## src/rtl/imem_loader.sv

```systemverilog
// imem_loader: streams bytes from a source into instruction memory.
// It packs four bytes per word, least-significant byte first, and writes
// word_count+1 words starting at base_addr. The write address wraps at the
// top of memory.
// Optional feature macro: IMEM_LOADER_CHECKSUM_EN. When it is defined, one
// trailer byte is taken after the last word. That byte is compared with the
// 8-bit sum of all payload bytes, and err is set if the two differ.
module imem_loader #(
  parameter int ADDR_W = 8,
  parameter int DATA_W = 32
) (
  input  logic              clock,
  input  logic              reset_n,
  input  logic              start,
  input  logic [ADDR_W-1:0] base_addr,
  input  logic [7:0]        word_count,
  input  logic              in_valid,
  input  logic [7:0]        in_data,
  output logic              in_ready,
  output logic              mem_wr_en,
  output logic [ADDR_W-1:0] mem_addr,
  output logic [DATA_W-1:0] mem_data,
  output logic              busy,
  output logic              done,
  output logic              err
);

  typedef enum logic [2:0] {
    IDLE    = 3'd0,
    COLLECT = 3'd1,
    WRITE   = 3'd2,
    DONE    = 3'd3
`ifdef IMEM_LOADER_CHECKSUM_EN
    , CHECK = 3'd4
`endif
  } state_t;

  state_t            state_r;
  state_t            state_nxt_s;
  logic              xfer_s;
  logic [1:0]        byte_cnt_r;
  logic [7:0]        word_cnt_r;
  logic [7:0]        count_r;
  logic [ADDR_W-1:0] addr_r;
  logic [23:0]       word_r;
  logic              in_ready_r;
  logic              mem_wr_en_r;
  logic [ADDR_W-1:0] mem_addr_r;
  logic [DATA_W-1:0] mem_data_r;
  logic              busy_r;
  logic              done_r;
`ifdef IMEM_LOADER_CHECKSUM_EN
  logic [7:0]        sum_r;
  logic              err_r;
`endif

  // A byte moves only when the registered ready and the source valid coincide.
  assign xfer_s = in_valid && in_ready_r;

  // Next-state logic for the load sequence.
  always_comb begin
    state_nxt_s = state_r;
    case (state_r)
      IDLE: begin
        if (start) state_nxt_s = COLLECT;
        else       state_nxt_s = IDLE;
      end
      COLLECT: begin
        if (xfer_s && (byte_cnt_r == 2'd3)) state_nxt_s = WRITE;
        else                                state_nxt_s = COLLECT;
      end
      WRITE: begin
        if (word_cnt_r == count_r) begin
`ifdef IMEM_LOADER_CHECKSUM_EN
          state_nxt_s = CHECK;
`else
          state_nxt_s = DONE;
`endif
        end else begin
          state_nxt_s = COLLECT;
        end
      end
`ifdef IMEM_LOADER_CHECKSUM_EN
      CHECK: begin
        if (xfer_s) state_nxt_s = DONE;
        else        state_nxt_s = CHECK;
      end
`endif
      DONE:    state_nxt_s = IDLE;
      default: state_nxt_s = IDLE;
    endcase
  end

  // State register.
  always_ff @(posedge clock or negedge reset_n) begin
    if (!reset_n) state_r <= IDLE;
    else          state_r <= state_nxt_s;
  end

  // Outputs are registered from the next state, so they line up with the state they describe.
  always_ff @(posedge clock or negedge reset_n) begin
    if (!reset_n) begin
      in_ready_r  <= 1'b0;
      mem_wr_en_r <= 1'b0;
      busy_r      <= 1'b0;
      done_r      <= 1'b0;
    end else begin
`ifdef IMEM_LOADER_CHECKSUM_EN
      in_ready_r  <= (state_nxt_s == COLLECT) || (state_nxt_s == CHECK);
`else
      in_ready_r  <= (state_nxt_s == COLLECT);
`endif
      mem_wr_en_r <= (state_nxt_s == WRITE);
      busy_r      <= (state_nxt_s != IDLE);
      done_r      <= (state_nxt_s == DONE);
    end
  end

  // Datapath: latch the request, assemble bytes, present the word and advance the address.
  always_ff @(posedge clock or negedge reset_n) begin
    if (!reset_n) begin
      byte_cnt_r <= 2'd0;
      word_cnt_r <= 8'd0;
      count_r    <= 8'd0;
      addr_r     <= '0;
      word_r     <= 24'd0;
      mem_addr_r <= '0;
      mem_data_r <= '0;
`ifdef IMEM_LOADER_CHECKSUM_EN
      sum_r      <= 8'd0;
      err_r      <= 1'b0;
`endif
    end else begin
      case (state_r)
        IDLE: begin
          if (start) begin
            addr_r     <= base_addr;
            count_r    <= word_count;
            byte_cnt_r <= 2'd0;
            word_cnt_r <= 8'd0;
`ifdef IMEM_LOADER_CHECKSUM_EN
            sum_r      <= 8'd0;
            err_r      <= 1'b0;
`endif
          end
        end
        COLLECT: begin
          if (xfer_s) begin
            byte_cnt_r <= byte_cnt_r + 2'd1;
`ifdef IMEM_LOADER_CHECKSUM_EN
            sum_r      <= sum_r + in_data;
`endif
            case (byte_cnt_r)
              2'd0: word_r[7:0]   <= in_data;
              2'd1: word_r[15:8]  <= in_data;
              2'd2: word_r[23:16] <= in_data;
              2'd3: begin
                mem_data_r <= {in_data, word_r};
                mem_addr_r <= addr_r;
              end
              default: word_r <= word_r;
            endcase
          end
        end
        WRITE: begin
          addr_r     <= addr_r + {{(ADDR_W-1){1'b0}}, 1'b1};
          word_cnt_r <= word_cnt_r + 8'd1;
        end
`ifdef IMEM_LOADER_CHECKSUM_EN
        CHECK: begin
          if (xfer_s) err_r <= (in_data != sum_r);
        end
`endif
        default: begin
        end
      endcase
    end
  end

  assign in_ready  = in_ready_r;
  assign mem_wr_en = mem_wr_en_r;
  assign mem_addr  = mem_addr_r;
  assign mem_data  = mem_data_r;
  assign busy      = busy_r;
  assign done      = done_r;
`ifdef IMEM_LOADER_CHECKSUM_EN
  assign err       = err_r;
`else
  assign err       = 1'b0;
`endif

endmodule

```

## config.mk

```make
export PLATFORM = sky130hd
export DESIGN_NAME = imem_loader
export DESIGN_NICKNAME = d
export VERILOG_FILES = /design/src/rtl/imem_loader.sv
export SDC_FILE = /design/constraint.sdc
export NUM_CORES = 1
export LEC_CHECK = 0
export BUFFER_PORTS_ARGS = -buffer_cell sky130_fd_sc_hd__buf_2
export CORE_MARGIN = 5
export CORE_UTILIZATION = 50
export CTS_BUF_LIST = sky130_fd_sc_hd__clkbuf_4 sky130_fd_sc_hd__clkbuf_8 sky130_fd_sc_hd__clkbuf_16
export CTS_CLUSTER_SIZE = 12
export DETAILED_ROUTE_END_ITERATION = 10
export PLACE_DENSITY_LB_ADDON = 0.12
export SYNTH_ARGS = -nofsm -noshare
export SYNTH_HDL_FRONTEND = slang
export SYNTH_SLANG_ARGS = --single-unit
```

## constraint.sdc

```tcl
create_clock -name clock -period 1.55 [get_ports clock]
set_input_delay 0 -clock clock [delete_from_list [all_inputs] [get_ports clock]]
set_output_delay 0 -clock clock [all_outputs]
set_load 0.005 [all_outputs]
```

==> results of run 1 <==
==> power breakdown <==
| group | total, uW | switching (uW) | leakage, uW | internal [uW] |
|---|---|---|---|---|
| sequential | 4200 | 659 | 0.00121 | 3540 |
| clock | 1980 | 880 | 0.000121 | 1100 |
| combinational | 2860 | 1230 | 0.00120 | 1630 |
| total | 9040 | 2770 | 0.00253 | 6270 |
==> timing repair <==
action | 4_1_cts | 5_1_grt
setup endpoints to repair | 0 | 53
hold buffers | 20 | 0
gates resized for setup | 0 | 2
endpoints found under the hold margin | 139 | 0
buffers inserted | 0 | 2
==> cells in the mapped netlist (all sizes together) (5+ instances only) <==
master	number
a21oi	11
nor2	10
nand2	45
buf	10
nand3	10
mux2	64
o22ai	8
mux2i	8
dfrtp	96
xnor2	7
o21ai	8
o22a	5
inv	5
ha	6
==> routing by layer <==
layer | track usage [%] | vias to the layer above
met3 | 2.907 | 8
li1 | - | 1333
met5 | 0 | -
met2 | 26.08 | 51
met4 | 6.218 | 0
met1 | 24.73 | 1360
==> worst min-delay path, cell delays in order <==
cell and delay [ps]:
buf_2 70, o22a_1 120, o22ai_1 70, a21oi_1 110
==> registers in the layout (all words and copies together) (netlist names) <==
signal / flops
byte_cnt_r: 2
addr_r: 8
in_ready: 1
state_r: 2
word_cnt_r: 8
busy: 1
done: 1
mem_data: 32
word_r: 24
mem_addr: 8
mem_wr_en: 1
count_r: 8
==> logic make-up (layout without fill, tap and decap cells) <==
kind of cell	count (synthesis)	count (layout)	share of synthesized area, %
AOI/OAI and AO/OA	37	37	5.595
other	1	1	0.09113
xor gates and xnor gates	8	8	1.703
and+or+nand+nor	78	78	10.09
muxes	72	72	19.46
adders and majority gates	6	6	1.824
buffers and inverters	19	133	2.857
DFF	96	96	58.38
==> area by class of cell <==
cell class              instances  share of cell area [%]
clock buffers                  10                   2.523
clock inverters                 6                   2.211
inverters                       5                  0.3605
multi-input cells             202                   30.79
flip-flops and latches         96                   46.14
well taps                     105                   2.523
repair buffers                112                   15.45
==> path summary, 6_finish.rpt <==
check | start | end | slack [ps] | cells after the start
setup / recovery | state_r[1] | mem_data[18] | 60 | 5
hold / removal | base_addr[3] | addr_r[3] | 50 | 4
setup reg to reg | state_r[1] | mem_data[18] | 60 | 5
hold reg to reg | mem_data[31] | mem_data[31] | 500 | 1
max in group asynchronous | reset_n | word_r[16] | 840 | 3
min in group asynchronous | reset_n | count_r[4] | 130 | 2
==> metrics by stage <==
| step | setup TNS, ps | power (uW) |
|---|---|---|
| 2_1_floorplan | 0 | 5940 |
| 3_3_place_gp | 0 | 6925 |
| 3_5_place_dp | 0 | 7037 |
| 4_1_cts | 0 | 9064 |
| 5_1_grt | -131.7 | 9672 |
| 6_report | 0 | 9038 |
==> key figures, run 1 <==
Timing
  • Tcrit/Tclk final: 96.10%
  • Final hold slack: 54.36 ps
  • Max Fclk: 0.6713 GHz
  • Clock Skew: 10.44 ps
  • Max-slew violations: 0
  • Hold Fails Final Rpt: 0
  • Min Tclk post-route: 1490 ps
  • Final setup viols: 0
  • Setup WS post-layout: 60.45 ps

Floorplanning
  • I/O pin count: 73
  • Die W: 100.7 um
  • Die area: 10140 um2
  • Row count: 33
  • Core box area: 8134 um2
  • Initial Util: 50.59%
  • Die Y: 100.7 um

Place
  • Cell Area, Placed: 4663 um2
  • Placed Instances: 495
  • I/O Buffers: 71
  • DP Worst Slack: 64.32 ps
  • Gpl congestion: 0.7502
  • Hpwl dp: 5421 um

Drt
  • Wire length per cell: 15.63 um
  • Initial DRC count: 53
  • Antenna-violating nets left: 0
  • Vias per cell: 5.134
  • Top routing layer in use: met4
  • Vias: 2752
  • DRT Pass-1 Iters: 5
  • M1 wire length: 3961 um
  • Post-Route WL: 8380 um
  • Drt drc: 0
  • Routed wl met2: 4016 um
  • Wire length on met3: 323 um

CTS
  • CTS H-tree depth: 3
  • Worst-path clk slew: 100 ps
  • Root Buffer: clkbuf_8
  • CTS Buffer Depth: 2
  • Sink Count: 96
  • CTS tree: yes
  • Worst-Skew Late Latency: 350 ps
  • Cts bufs inserted: 9

Layout
  • Commonest non-fill, non-tap cell in the layout: dfrtp_1
  • Highest-count cells in the layout ignoring fill and taps: 96 x dfrtp_1, 70 x buf_2, 62 x mux2_2, 41 x nand2_1, 20 x dlygate4sd3_1
  • Ant. Diodes: 0
  • Post-Layout Cell Count: 536
  • Final Util: 64.01%
  • Share of cells above drive strength 1: 42.46%
  • Layout filler cell count: 656
  • Flip-flop and latch area: 2402 um2
  • Area Overhead vs Synth: 26.51%
  • Final instance area: 5206 um2
  • Final net count: 460
  • Area taken by multi-input logic gates: 1603 um2

Pwr
  • Total leakage power: 0.002530 uW
  • VDD IR max: 0.7825 mV
  • Power density over the cells: 1736 nW/um2

Synth
  • Post-Syn Instances: 317
  • Share of the synthesized area in the top cell type: 58.38%
  • Top FF cell, synth: dfrtp_1
  • Avg Cell Area, Syn: 12.98 um2
  • Synth async-reset ratio: 100.0%
  • Most area-hungry cell type in the Yosys netlist: dfrtp_1
  • Syn nets: 351
  • Synth warnings: 0
  • Synthesized area: 4115 um2
  • Synth cell types: 41
  • Area contributors post-synth: dfrtp_1 58%, mux2_2 17%, nand2_1 3.7%
  • Number of synthesized flops with an enable pin: 0
  • Yosys reg bits: 96
  • Register area share after synthesis: 58.38%

GRT
  • Initial antenna violation count: 0
  • Largest net degree at the start of global routing: 37
  • First-pass GRT wire length: 13780 um
  • GR Util All Layers: 17.12%
  • Vias in the first global route: 2828
  • Grt total ovfl: 0

Critical path
  • CP required: 1790 ps
  • Crit path DAT: 1730 ps
  • Buffers & Inverters on Critical Path: 2
  • CP top delay family: flip-flops
  • WS Path Type: reg2reg
  • Slowest CP cell: dfrtp_1
  • Slowest stage delay, CP: 420 ps
  • Top fanout value on the critical path: 9
  • Worst path cell trace: nand2b_4, nor2_4, buf_12, clkbuf_16, mux2_2
  • Crit path capture type: flip-flop
  • Worst Setup Start Kind: flip-flop

Run
  • Max-cap viol count: 0

Min path
  • Worst hold path type: in2reg

Status
  • Outcome: complete, no violations
Power figures use the tool's default switching activity.
==> run 2: changes to the inputs <==
Settings changed: BUFFER_PORTS_ARGS -buffer_cell sky130_fd_sc_hd__buf_2 to unset, CORE_UTILIZATION 50 to 56, DONT_BUFFER_PORTS set to 1.
==> key figures, run 2 (synthesis gave the netlist of run 1 again) <==
Status
  • Outcome: complete, but fails checks
  • Failing checks: negative hold slack

Place
  • Gpl congestion: 0.7334
  • Hpwl dp: 5132 um
  • I/O Buffers: 0
  • Placed Instances: 413

Layout
  • Ant. Diodes: 0
  • Final net count: 390
  • Post-Layout Cell Count: 460
  • Max reg flops: 32
  • Highest-count cells in the layout ignoring fill and taps: 95 x dfrtp_1, 55 x mux2_2, 41 x nand2_1, 26 x dlygate4sd3_1, 11 x a21oi_1
  • Flip-flop and latch area: 2404 um2
  • Area taken by multi-input logic gates: 1642 um2
  • Share of cells above drive strength 1: 30.19%
  • Commonest non-fill, non-tap cell in the layout: dfrtp_1
  • Area Overhead vs Synth: 18.73%
  • Layout filler cell count: 562
  • Final Util: 67.72%

CTS
  • CTS tree: yes
  • Worst-Skew Late Latency: 350 ps
  • CTS hold repair buffers: 26
  • Cts bufs inserted: 9
  • Root Buffer: clkbuf_8
  • Worst-path clk slew: 90 ps
  • CTS H-tree depth: 3
  • CTS Buffer Depth: 2
  • Sink Count: 96

Timing
  • Relative slew slack: 67.24%
  • Tcrit/Tclk final: 97.16%
  • Max-slew violations: 0
  • Clock Skew: 8.988 ps
  • Max Fclk: 0.6640 GHz
  • Min Tclk post-route: 1506 ps
  • Final setup viols: 0
  • Slew @ Worst Pin: 486.3 ps
  • RSZ-0062 raised after global routing: true
  • Final hold slack: -662.9 ps
  • Hold Fails Final Rpt: 96
  • TNS Setup: 0 ps

Floorplanning
  • Die Y: 95.73 um
  • Initial Util: 57.04%
  • Die area: 9163 um2
  • Core box area: 7214 um2
  • Row count: 31
  • Die W: 95.73 um
  • I/O pin count: 73

Drt
  • Drt drc: 0
  • Post-Route WL: 8209 um
  • Antenna-violating nets left: 0
  • Vias: 2530
  • Initial DRC count: 90
  • DRT Pass-1 Iters: 4
  • Vias per cell: 5.500
  • Wire length per cell: 17.85 um

Pwr
  • Final Total Pwr: 8626 uW
  • Power density over the cells: 1765 nW/um2
  • Total leakage power: 0.002226 uW
  • VDD IR max: 1.029 mV

Run
  • Max-cap viol count: 0

GRT
  • Grt total ovfl: 0
  • Initial antenna violation count: 0
  • Vias in the first global route: 2566
  • Largest net degree at the start of global routing: 97
  • GR Util All Layers: 18.38%
  • First-pass GRT wire length: 12730 um

Critical path
  • Crit path DAT: 1750 ps
  • Slowest stage delay, CP: 370 ps
  • Worst path cell trace: ha_2, nand3_4, nor2_4, buf_12, buf_6, mux2_2
  • CP required: 1790 ps
  • Crit path capture type: flip-flop
  • Top fanout value on the critical path: 7
  • WS Path Type: reg2reg
  • Slowest CP cell: dfrtp_1
  • Worst Setup Start Kind: flip-flop

Min path
  • Worst hold path type: in2async
[run 2: path summary, 6_finish.rpt]
path                          startpoint       endpoint  slack (ps)  depth (start not counted)
setup / recovery           byte_cnt_r[1]    mem_addr[1]          40                          6
hold / removal                   reset_n  word_cnt_r[4]        -660                          0
setup reg to reg           byte_cnt_r[1]    mem_addr[1]          40                          6
hold reg to reg               word_r[14]   mem_data[14]         510                          1
max in group asynchronous        reset_n      word_r[8]        2090                          0
min in group clock              in_valid  byte_cnt_r[0]         110                          3
[run 2: layout make-up]
class / instances / area share [%]
clock buffers: 10 / 2.689
clock inverters: 6 / 2.356
inverters: 5 / 0.3841
multi-input cells: 202 / 33.60
flip-flops and latches: 96 / 49.19
well taps: 99 / 2.535
repair buffers: 42 / 9.245
[run 2: metal layers]
layer	GRT usage (%)	wire length, um	up-vias
li1	-	-	1193
met1	24.58	3604	1264
met2	28.43	4041	66
met3	6.333	498	7
met4	5.687	64	0
met5	0	0	-
[run 2: timing repair]
item | in CTS | in global routing
endpoints found under the hold margin | 148 | 96
setup endpoints to repair | 0 | 40
gates resized for setup | 0 | 14
setup buffers | 0 | 2
[run 2: report_power, final]
part	switching (uW)	internal, uW	total (uW)
sequential	821	3550	4370
clock	854	1100	1960
combinational	957	1340	2300
[run 2: critical path: cells and delay by family (launching register included)]
family,cells,cell delay (ps)
AND/OR/NAND/NOR,2,220
buffers and inverters,2,280
multiplexers,1,340
flip-flops,1,370
adder cells (fa/ha/maj),1,200
[run 2: through the flow]
stage / area (um2) / setup slack [ps]
after global placement: 4235 / 93.22
after floorplan: 4115 / 63.32
after CTS: 4742 / 36.92
after global routing: 4886 / -5.604
final: 4886 / 44.02
after detailed placement: 4235 / 51.08
==> run 3: changes to the inputs <==
Settings changed: ABC_AREA set to 1, CORE_UTILIZATION 56 to 57.
==> key figures, run 3 <==
GRT
  • Met1 Use GR: 26.62%
  • GR peak layer: met2
  • Vias in the first global route: 2940
  • First-pass GRT wire length: 14200 um
  • Grt total ovfl: 0
  • Met3 global-route usage: 4.578%
  • Met2 global-route usage: 33.53%
  • Initial antenna violation count: 0
  • Largest net degree at the start of global routing: 97
  • GR Util All Layers: 20.31%

Run
  • Max-cap viol count: 0

Critical path
  • Top fanout value on the critical path: 3
  • Critical path startpoint: byte_cnt_r[0]
  • WS Path Type: reg2reg
  • Crit path capture type: flip-flop
  • Worst path cell trace: ha_2, nand2_1, nand2_1, nand3_1, dlygate4sd3_1
  • Worst R2R Start: byte_cnt_r[0]
  • Worst Setup Start Kind: flip-flop
  • Slowest CP cell: dlygate4sd3_1
  • Crit path DAT: 1730 ps
  • CP top delay family: buffers and inverters
  • Most used cell, CP: nand2_1
  • Slowest stage delay, CP: 580 ps
  • CP required: 1800 ps
  • Buffers & Inverters on Critical Path: 1

Timing
  • Max-slew violations: 0
  • Min Tclk post-route: 1488 ps
  • Final setup viols: 0
  • Hold Fails Final Rpt: 96
  • Max Fclk: 0.6722 GHz
  • RSZ-0062 raised after global routing: false
  • Tcrit/Tclk final: 95.97%
  • TNS Setup: 0 ps
  • Clock Skew: 10.93 ps
  • Final hold slack: -686.1 ps

CTS
  • Root Buffer: clkbuf_8
  • Sink Count: 96
  • CTS H-tree depth: 3
  • Cts bufs inserted: 9
  • Worst-Skew Late Latency: 360 ps
  • CTS hold repair buffers: 26
  • CTS Buffer Depth: 2
  • Setup Fix Bufs, Post-CTS: 0
  • CTS tree: yes
  • Worst-path clk slew: 100 ps

Drt
  • Vias: 3038
  • DRT Pass-1 Iters: 4
  • Initial DRC count: 89
  • Antenna-violating nets left: 0
  • Vias per cell: 5.072
  • Post-Route WL: 8548 um
  • Wire length per cell: 14.27 um
  • Drt drc: 0

Place
  • Hpwl dp: 5754 um
  • Cell Area, Placed: 4203 um2
  • Gpl congestion: 0.7930
  • I/O Buffers: 0

Synth
  • Avg Cell Area, Syn: 8.855 um2
  • Area contributors post-synth: dfrtp_1 58%, nand2_1 16%, o21ai_0 5.3%
  • Synthesized area: 4144 um2
  • Most area-hungry cell type in the Yosys netlist: dfrtp_1
  • Top FF cell, synth: dfrtp_1
  • Register area share after synthesis: 57.97%
  • Post-synth top cells: 182 x nand2_1, 96 x dfrtp_1, 44 x o21ai_0
  • Syn nets: 502
  • Yosys reg bits: 96
  • Synth async-reset ratio: 100.0%
  • Most numerous cell in the Yosys netlist: nand2_1
  • Number of synthesized flops with an enable pin: 0
  • Post-Syn Instances: 468
  • Synth warnings: 0
  • Synth cell types: 28
  • Share of the synthesized area in the top cell type: 57.97%

Status
  • Failing checks: negative hold slack
  • Outcome: complete, but fails checks

Layout
  • Layout filler cell count: 616
  • Final net count: 529
  • Ant. Diodes: 0
  • Max reg flops: 32
  • Final instance area: 4662 um2
  • Area Overhead vs Synth: 12.50%
  • Share of cells above drive strength 1: 9.400%
  • Commonest non-fill, non-tap cell in the layout: nand2_1
  • Highest-count cells in the layout ignoring fill and taps: 181 x nand2_1, 96 x dfrtp_1, 44 x o21ai_0, 42 x inv_1, 26 x dlygate4sd3_1

Floorplanning
  • Row count: 31
  • Die W: 95.27 um
  • Die area: 9075 um2
  • Die Y: 95.27 um
  • Core box area: 7176 um2
  • Initial Util: 57.75%
  • I/O pin count: 73

Min path
  • Worst hold path type: in2async

Pwr
  • VDD IR max: 0.7434 mV
  • Power density over the cells: 1665 nW/um2
  • Total leakage power: 0.002405 uW
  • Final Total Pwr: 7763 uW
==> run 3: worst reg2reg max path: cells and delay by family, from the launching register on <==
kind / cells / cell delay, ps
adders and majority gates: 1 / 210
buffers and inverters: 1 / 580
DFF: 1 / 400
and+or+nand+nor: 3 / 190
==> run 3: path summary, 6_finish.rpt <==
check / slack, ps / end / cells after the start
max: 60 / state_r[0] / 5
min: -690 / mem_data[23] / 0
max reg2reg: 60 / state_r[0] / 5
min reg2reg: 460 / mem_data[22] / 2
max in group asynchronous: 2100 / word_r[3] / 0
min in group clock: 60 / byte_cnt_r[1] / 5
==> run 3: layout make-up <==
| type | instances | area, um2 | area share (%) |
|---|---|---|---|
| tap | 99 | 123.9 | 2.657 |
| sequential | 96 | 2402 | 51.53 |
| multi-input combinational | 311 | 1454 | 31.19 |
| inverter | 45 | 171.4 | 3.677 |
| timing repair buffer | 32 | 317.8 | 6.817 |
| clock inverter | 6 | 55.05 | 1.181 |
| clock buffer | 10 | 137.6 | 2.952 |
==> run 3: routing by layer <==
metal	up-vias	share of wire (%)
met5	-	0
met1	1446	45
met4	0	0.97
met3	9	5.0
li1	1521	-
met2	62	49
==> run 3: power breakdown <==
| group | leakage (uW) | internal [uW] | switching (uW) |
|---|---|---|---|
| sequential | 0.00123 | 3470 | 710 |
| clock | 0.000100 | 665 | 935 |
| combinational | 0.00107 | 806 | 1180 |
| total | 0.00241 | 4940 | 2820 |
==> run 3: what timing repair did <==
item | 4_1_cts | 5_1_grt
resized for setup | 0 | 3
hold endpoints to repair | 145 | 96
endpoints found under the setup margin | 0 | 6
==> run 3: per-stage QoR <==
step | cells | setup slack [ps] | hold WS, ps | util [%]
2_1_floorplan | 468 | 296.8 | -295.6 | -
3_3_place_gp | 557 | 142.5 | -293.2 | 58.57
3_5_place_dp | 557 | 90.25 | -293.1 | 58.57
4_1_cts | 599 | 38.12 | -693.6 | 64.88
5_1_grt | 599 | 1.340 | -706.2 | 64.97
6_report | 599 | 62.39 | -686.1 | 64.97
==> run 3: cells by family (layout without fill, tap and decap cells) <==
| family | count (synthesis) | in the layout | share of synthesized area, % |
|---|---|---|---|
| AO/OA/AOI/OAI | 68 | 68 | 9.510 |
| buffers and inverters | 61 | 93 | 7.065 |
| other | 1 | 1 | 0.09049 |
| AND/OR/NAND/NOR | 234 | 234 | 23.13 |
| flip-flops | 96 | 96 | 57.97 |
| XOR/XNOR | 2 | 2 | 0.4228 |
| adder cells (fa/ha/maj) | 6 | 6 | 1.812 |
